[src/rtl/dc_dac_pkg.sv]
// Shared types and constants for the DC DAC path (dispatcher and SPI writer).
package dc_dac_pkg;

    localparam int unsigned DAC_CHANNEL  = 24;
    localparam int unsigned DC_WORD_BITS = 24;
    localparam int unsigned CH_W         = 5;

    typedef enum logic [2:0] {
        IDLE,
        CS_SETUP,
        SHIFT,
        CS_HOLD,
        GAP,
        DONE
    } state_t;

endpackage

[src/rtl/spi_word_shifter.sv]
// Shifts one word out MSB first as a single CPOL=0 SPI transaction:
// chip-select setup, WORD_BITS clock periods, chip-select hold.
module spi_word_shifter #(
    parameter int unsigned WORD_BITS = 24,
    parameter int unsigned SCLK_DIV  = 2
) (
    input  logic                 i_clk,
    input  logic                 i_rst,
    input  logic                 i_start,
    input  logic [WORD_BITS-1:0] i_word,
    output logic                 o_sclk,
    output logic                 o_mosi,
    output logic                 o_cs_active,
    output logic                 o_done_c
);
    import dc_dac_pkg::*;

    localparam int unsigned DIV_W  = (SCLK_DIV > 1) ? $clog2(SCLK_DIV) : 1;
    localparam int unsigned HALF_W = $clog2(2 * WORD_BITS);
    localparam logic [DIV_W-1:0]  DIV_LAST  = DIV_W'(SCLK_DIV - 1);
    localparam logic [HALF_W-1:0] HALF_LAST = HALF_W'(2 * WORD_BITS - 1);

    state_t                phase_q, phase_d;
    logic [DIV_W-1:0]      div_q, div_d;
    logic [HALF_W-1:0]     half_q, half_d;
    logic [WORD_BITS-1:0]  sh_q, sh_d;
    logic                  sclk_q, sclk_d;
    logic                  act_q, act_d;
    logic                  div_last_c;
    logic                  half_last_c;

    // End-of-half-period and end-of-word flags
    always_comb begin
        div_last_c  = (div_q == DIV_LAST);
        half_last_c = (half_q == HALF_LAST);
        o_done_c    = (phase_q == CS_HOLD) && div_last_c;
    end

    // Phase register
    always_ff @(posedge i_clk) begin
        if (i_rst) begin
            phase_q <= IDLE;
        end else begin
            phase_q <= phase_d;
        end
    end

    // Next phase: setup -> shift -> hold, each advancing on divider wrap
    always_comb begin
        phase_d = phase_q;
        if (i_start) begin
            phase_d = CS_SETUP;
        end else begin
            case (phase_q)
                CS_SETUP: if (div_last_c) phase_d = SHIFT;
                SHIFT:    if (div_last_c && half_last_c) phase_d = CS_HOLD;
                CS_HOLD:  if (div_last_c) phase_d = IDLE;
                default:  phase_d = IDLE;
            endcase
        end
    end

    // Divider, half-period count, SCLK and shift register; MOSI moves on falling SCLK
    always_comb begin
        div_d  = '0;
        half_d = '0;
        sh_d   = sh_q;
        sclk_d = 1'b0;
        act_d  = (phase_d != IDLE);
        if (!i_start && (phase_q != IDLE) && !div_last_c) begin
            div_d = div_q + DIV_W'(1);
        end
        if (!i_start && (phase_q == SHIFT)) begin
            half_d = div_last_c ? (half_q + HALF_W'(1)) : half_q;
        end
        if (i_start) begin
            sh_d = i_word;
        end else begin
            case (phase_q)
                CS_SETUP: sclk_d = div_last_c;
                SHIFT: begin
                    sclk_d = sclk_q;
                    if (div_last_c) begin
                        sclk_d = half_last_c ? 1'b0 : ~sclk_q;
                        if (sclk_q) begin
                            sh_d = sh_q << 1;
                        end
                    end
                end
                default: sclk_d = 1'b0;
            endcase
        end
    end

    // Datapath registers
    always_ff @(posedge i_clk) begin
        if (i_rst) begin
            div_q  <= '0;
            half_q <= '0;
            sh_q   <= '0;
            sclk_q <= 1'b0;
            act_q  <= 1'b0;
        end else begin
            div_q  <= div_d;
            half_q <= half_d;
            sh_q   <= sh_d;
            sclk_q <= sclk_d;
            act_q  <= act_d;
        end
    end

    assign o_sclk      = sclk_q;
    assign o_mosi      = sh_q[WORD_BITS-1];
    assign o_cs_active = act_q;

endmodule

[src/rtl/dc_dac_spi_writer.sv]
// Latches a validated DC frame and writes each payload word to the selected
// DAC as its own SPI transaction; frames arriving while busy are dropped.
module dc_dac_spi_writer #(
    parameter int unsigned DAC_CHANNEL   = dc_dac_pkg::DAC_CHANNEL,
    parameter int unsigned PAYLOAD_WORDS = 61,
    parameter int unsigned WORD_BITS     = dc_dac_pkg::DC_WORD_BITS,
    parameter int unsigned SCLK_DIV      = 2
) (
    input  logic                           i_clk,
    input  logic                           i_rst,
    input  logic [PAYLOAD_WORDS-1:0][31:0] i_dc_regs,
    input  logic [4:0]                     i_channel_sel,
    input  logic                           i_valid_frame,
    output logic                           o_sclk,
    output logic                           o_mosi,
    output logic [DAC_CHANNEL-1:0]         o_cs_n,
    output logic                           o_busy,
    output logic                           o_done,
    output logic                           o_drop,
    output logic                           o_err
);
    import dc_dac_pkg::*;

    localparam int unsigned IDX_W = (PAYLOAD_WORDS > 1) ? $clog2(PAYLOAD_WORDS) : 1;
    localparam int unsigned GAP_W = $clog2(2 * SCLK_DIV);
    localparam logic [IDX_W-1:0] LAST_IDX = IDX_W'(PAYLOAD_WORDS - 1);
    localparam logic [GAP_W-1:0] GAP_LAST = GAP_W'(2 * SCLK_DIV - 1);

    // Top-level SHIFT spans the shifter-owned setup/shift/hold of one word
    state_t                                   state_q, state_d;
    logic [PAYLOAD_WORDS-1:0][WORD_BITS-1:0]  regs_q, regs_d;
    logic [CH_W-1:0]                          chan_q, chan_d;
    logic [IDX_W-1:0]                         idx_q, idx_d;
    logic [GAP_W-1:0]                         gap_q, gap_d;
    logic [DAC_CHANNEL-1:0]                   cs_n_q, cs_n_d;
    logic                                     busy_q, busy_d;
    logic                                     done_q, done_d;
    logic                                     drop_q, drop_d;
    logic                                     err_q, err_d;

    logic                  accept_c;
    logic                  chan_ok_c;
    logic                  gap_end_c;
    logic                  last_word_c;
    logic                  start_c;
    logic [CH_W-1:0]       start_chan_c;
    logic [WORD_BITS-1:0]  start_word_c;
    logic                  unused_c;

    logic sh_sclk;
    logic sh_mosi;
    logic sh_cs_active;
    logic sh_done_c;

    // Frame acceptance, channel check and word sequencing decodes
    always_comb begin
        accept_c     = i_valid_frame && ((state_q == IDLE) || (state_q == DONE));
        chan_ok_c    = (32'(i_channel_sel) < DAC_CHANNEL);
        gap_end_c    = (state_q == GAP) && (gap_q == GAP_LAST);
        last_word_c  = (idx_q == LAST_IDX);
        start_c      = (accept_c && chan_ok_c) || (gap_end_c && !last_word_c);
        start_chan_c = accept_c ? i_channel_sel : chan_q;
        start_word_c = accept_c ? i_dc_regs[0][WORD_BITS-1:0] : regs_q[idx_q + IDX_W'(1)];
        unused_c     = ^i_dc_regs;
    end

    spi_word_shifter #(
        .WORD_BITS (WORD_BITS),
        .SCLK_DIV  (SCLK_DIV)
    ) u_shifter (
        .i_clk       (i_clk),
        .i_rst       (i_rst),
        .i_start     (start_c),
        .i_word      (start_word_c),
        .o_sclk      (sh_sclk),
        .o_mosi      (sh_mosi),
        .o_cs_active (sh_cs_active),
        .o_done_c    (sh_done_c)
    );

    // State register
    always_ff @(posedge i_clk) begin
        if (i_rst) begin
            state_q <= IDLE;
        end else begin
            state_q <= state_d;
        end
    end

    // Next state: word in flight -> inter-word gap -> next word or done
    always_comb begin
        state_d = state_q;
        case (state_q)
            IDLE, DONE: state_d = (accept_c && chan_ok_c) ? SHIFT : IDLE;
            SHIFT:      if (sh_done_c) state_d = GAP;
            GAP:        if (gap_end_c) state_d = last_word_c ? DONE : SHIFT;
            default:    state_d = IDLE;
        endcase
    end

    // Output and datapath next values
    always_comb begin
        regs_d = regs_q;
        chan_d = chan_q;
        idx_d  = idx_q;
        gap_d  = '0;
        cs_n_d = '1;
        busy_d = (state_d == SHIFT) || (state_d == GAP);
        done_d = (state_d == DONE);
        drop_d = i_valid_frame && ((state_q == SHIFT) || (state_q == GAP));
        err_d  = accept_c && !chan_ok_c;
        if (accept_c) begin
            for (int unsigned w = 0; w < PAYLOAD_WORDS; w++) begin
                regs_d[w] = i_dc_regs[w][WORD_BITS-1:0];
            end
            chan_d = i_channel_sel;
            idx_d  = '0;
        end
        if ((state_q == GAP) && !gap_end_c) begin
            gap_d = gap_q + GAP_W'(1);
        end
        if (gap_end_c && !last_word_c) begin
            idx_d = idx_q + IDX_W'(1);
        end
        if (start_c) begin
            for (int unsigned i = 0; i < DAC_CHANNEL; i++) begin
                if (CH_W'(i) == start_chan_c) begin
                    cs_n_d[i] = 1'b0;
                end
            end
        end else if (sh_cs_active && !sh_done_c) begin
            cs_n_d = cs_n_q;
        end
    end

    // Output and datapath registers
    always_ff @(posedge i_clk) begin
        if (i_rst) begin
            regs_q <= '0;
            chan_q <= '0;
            idx_q  <= '0;
            gap_q  <= '0;
            cs_n_q <= '1;
            busy_q <= 1'b0;
            done_q <= 1'b0;
            drop_q <= 1'b0;
            err_q  <= 1'b0;
        end else begin
            regs_q <= regs_d;
            chan_q <= chan_d;
            idx_q  <= idx_d;
            gap_q  <= gap_d;
            cs_n_q <= cs_n_d;
            busy_q <= busy_d;
            done_q <= done_d;
            drop_q <= drop_d;
            err_q  <= err_d;
        end
    end

    assign o_sclk = sh_sclk;
    assign o_mosi = sh_mosi;
    assign o_cs_n = cs_n_q;
    assign o_busy = busy_q;
    assign o_done = done_q;
    assign o_drop = drop_q;
    assign o_err  = err_q;

endmodule

[config.mk]
export PLATFORM = sky130hd
export DESIGN_NAME = dc_dac_spi_writer
export DESIGN_NICKNAME = d
export VERILOG_FILES = /design/src/rtl/dc_dac_pkg.sv /design/src/rtl/spi_word_shifter.sv /design/src/rtl/dc_dac_spi_writer.sv
export SDC_FILE = /design/constraint.sdc
export NUM_CORES = 2
export LEC_CHECK = 0
export BUFFER_PORTS_ARGS = -buffer_cell sky130_fd_sc_hd__buf_2
export CAP_MARGIN = 20
export CORE_AREA = 2 2 785 787
export DETAILED_ROUTE_END_ITERATION = 7
export DIE_AREA = 0 0 787 789
export PLACE_DENSITY = 0.3
export SETUP_SLACK_MARGIN = 0.2
export SLEW_MARGIN = 40
export SYNTH_ARGS = -nofsm -noshare
export SYNTH_HDL_FRONTEND = slang
export SYNTH_SLANG_ARGS = --single-unit
[constraint.sdc]
create_clock -name i_clk -period 3.46 [get_ports i_clk]
set_input_delay 0.692 -clock i_clk [delete_from_list [all_inputs] [get_ports i_clk]]
set_output_delay 0.692 -clock i_clk [all_outputs]
set_load 0.02 [all_outputs]
==> summary.md <==
| Metric | Value |
|---|---|
| Outcome | `finished clean` |
| Max stage delay on crit path | `0.72 ns` |
| Kind of critical path | `register to register` |
| Fin crit share | `92.8%` |
| Power share of the sequential group | `40.3%` |
| Leading area contributor after synthesis | `dfxtp_1` |
| DR pass1 iterations | `5` |
| Placer congestion estimate | `0.824` |
| Drt wl/cell | `24.4 um` |
| CTS Buf Count | `210` |
| Internal power | `34700 uW` |
| Fin Clk Skew | `0.105 ns` |
| DR vias | `67700` |
| Pre-CTS setup slack | `-0.128 ns` |
| Ys Warns | `0` |
| Fin nets | `12300` |
| Most common cell in the netlist | `nand2_1` |
| Mapped cell area | `0.0654 mm^2` |
| Clk pwr share | `45.5%` |
| Syn Nets | `9781` |
| Clock sink count | `1544` |
| Initial antenna violation count | `275` |
| Clk Latency, worst-skew pair | `0.93 ns` |
| Via density | `3.61` |
| Util after Layout | `16.8%` |
| Combinational Power Share | `14.2%` |
| Detail Route Antenna Nets | `0` |
| Switching power | `14000 uW` |
| Worst setup margin | `0.248 ns` |
| Post-synth EDFFs | `0` |
| Residual DRC count | `0` |
| WP data required | `4.25 ns` |
| Ys async rst share | `0%` |
| CP bufs+invs | `5` |
| Multi-input gate area | `0.0319 mm^2` |
| CTS tree | `yes` |
| Max Cap Violations | `0` |
| CTS Root Buffer Type | `clkbuf_16` |
| IO Count | `1990` |
| Largest net degree at the start of global routing | `169` |
| Sequential share of the synthesized area | `47.2%` |
| Startpoint Class | `register` |
| Num rows | `288` |
| Cell Count, Final, Fillers Out | `18700` |
| Footprint of the flip-flops and latches | `0.0309 mm^2` |
| Avg Cell Area, Syn | `8.37 um^2` |
| Fmax | `311 MHz` |
| Cells along the critical path | `clkinv_2 > ha_4 > buf_12 > buf_12 > buf_12 > mux4_2 > mux4_2 > o2111ai_2 > buf_4 > o211ai_1` |
| Slew Viols, Final | `0` |
| Worst Path Max Fanout | `25` |
| P&R area growth vs syn | `57.1%` |
| Crit path max-delay family | `multiplexers` |
| Top cell type's share of synthesized area | `47.2%` |
| Synth Register Bits | `1544` |
| Vias in the first global route | `69200` |
| Cell mode on critical path | `buf_12` |
| Syn Inst Count | `7817` |
| Core area | `0.613 mm^2` |
| P_leak | `0.0380 uW` |
| Pwr/cell area | `474 mW/mm^2` |
| FF-to-FF setup slack | `0.25 ns` |
| Final setup violation count | `0` |
| Total negative slack | `0 ns` |
| Final hold slack | `0.110 ns` |
| Max clock buf depth | `4` |
| Slew @ Worst Pin | `0.804 ns` |
| Htree depth | `4` |
| VDD IR-drop max | `0.422 mV` |
| Fin crit period | `3.21 ns` |
| Fillers | `69700` |
| Post-synthesis cell type count | `60` |
| Post-synth top cells | `nand2_1, dfxtp_1, a21oi_1` |
| Port bufs | `1501` |
| GR Overflow Total | `0` |
| Ys flop type | `dfxtp_1` |
| Worst setup EP type | `register` |
| Initial Utilization | `10.7%` |
| Detailed Route WL | `457000 um` |
| Net Sw Frac | `28.8%` |
| Clk pin slew, worst setup/hold paths | `0.06 ns` |
| Slew headroom | `46.4%` |
| Slowest cell on crit path | `mux4_2` |
| Critical Path AT | `4.01 ns` |
| Top cells by area, synth | `dfxtp_1, nand2_1, mux4_2` |
| Die Span Y | `789 um` |
| Die area | `0.621 mm^2` |
| Gr usage total | `14.1%` |
| Final hold viol count | `0` |
| Dpl cells | `17100` |
| Share of cells above drive strength 1 | `23.9%` |
| First-pass GRT wire length | `604000 um` |
| Post-detail-place hpwl | `362000 um` |
| Initial DRC Count | `3916` |
| RSZ-0062 raised after global routing | `yes` |
| Die W | `787 um` |
| Hold crit path type | `input pin to register` |
-- timing repair --
| action | 4_1_cts | 5_1_grt |
|---|---|---|
| setup buffers | 2 | 0 |
| pin swaps | 1 | 0 |
| setup endpoints to repair | 10 | 12 |
| gates cloned | 0 | 1 |
| hold endpoints to repair | 1183 | 0 |
| resized for setup | 14 | 5 |
| hold buffers | 1183 | 0 |
-- registers in the layout (all words and copies together) (netlist names), 3 cells and up --
signal	count
o_cs_n	24
chan_q	5
state_q	3
idx_q	6
u_shifter.sh_q	24
u_shifter.half_q	6
regs_q	1464
u_shifter.phase_q	3
-- tightest hold or removal path: cells and delay by family --
kind / cells / cell delay, ns
and+or+nand+nor: 1 / 0.05
buffers and inverters: 1 / 0.12
AOI/OAI and AO/OA: 1 / 0.05
-- cell type report --
type / instances / area share [%]
antenna: 89 / 0.217
clock buffer: 325 / 6.04
clock inverter: 49 / 0.614
inverter: 5 / 0.0195
multi-input combinational: 5602 / 31.0
sequential: 1544 / 30.1
tap: 8120 / 9.88
timing repair buffer: 2984 / 22.2
-- per-layer routing --
metal	GRT usage (%)	vias to the layer above	share of wire [%]
li1	-	31700	-
met1	17.6	33100	43
met2	24.3	1964	48
met3	1.98	860	3.7
met4	5.54	52	4.7
met5	0	-	0.072
-- final timing paths --
check	startpoint	end	cells after the start
max	idx_q[0]$_SDFFE_PP0P_	u_shifter.sh_q[16]$_SDFFE_PP0P_	10
min	i_dc_regs[1201]	regs_q[905]$_SDFFE_PP0N_	3
max reg2reg	idx_q[0]$_SDFFE_PP0P_	u_shifter.sh_q[16]$_SDFFE_PP0P_	10
min reg2reg	gap_q[0]$_SDFF_PP0_	gap_q[0]$_SDFF_PP0_	1
-- metrics by stage --
stage,instance area [um^2],total power (uW)
global route,103000,50900
detailed placement,83700,25800
finish,103000,48700
floorplan,65400,22400
global placement,83700,25800
CTS,103000,49800
-- cells in the final DEF, fill, tap and decap left out, types with 5 or more instances in the layout --
| cell type | count |
|---|---|
| diode_2 | 89 |
| nor2b_1 | 7 |
| a32oi_1 | 15 |
| buf_12 | 87 |
| buf_4 | 207 |
| clkbuf_16 | 213 |
| o22ai_1 | 27 |
| a21o_1 | 5 |
| nand2_1 | 3152 |
| clkinv_4 | 5 |
| a21oi_1 | 1503 |
| nand2b_1 | 28 |
| clkbuf_1 | 65 |
| nor2_1 | 64 |
| mux4_2 | 361 |
| clkinv_2 | 21 |
| o2111ai_1 | 39 |
| dlygate4sd3_1 | 1183 |
| mux2i_1 | 94 |
| bufinv_16 | 8 |
| dfxtp_1 | 1543 |
| a31oi_1 | 28 |
| o211ai_1 | 24 |
| nand3b_1 | 5 |
| nand3_1 | 111 |
| mux4_1 | 5 |
| o21ai_0 | 5 |
| nor3_1 | 15 |
| buf_2 | 1500 |
| nand4_1 | 28 |
| xor2_1 | 5 |
| a32oi_2 | 7 |
| clkbuf_8 | 48 |
-- cells by family after synthesis --
| logic type | share of synthesized area, % |
|---|---|
| xor+xnor | 0.252 |
| mux | 14.1 |
| fa+ha+maj | 0.0765 |
| compound gates | 13.5 |
| simple gates | 20.4 |
| buf+inv | 4.37 |
| other cells | 0.00573 |
| flops | 47.2 |
-- power by group through the flow --
stage	sequential, uW	clock (uW)	combinational (uW)
after floorplan	19600	0	2760
after global placement	20000	0	5780
after detailed placement	20000	0	5790
after CTS	19600	23100	7070
after global routing	19700	23600	7500
final	19600	22200	6930
Note: power is estimated with default switching activity, not from simulation.
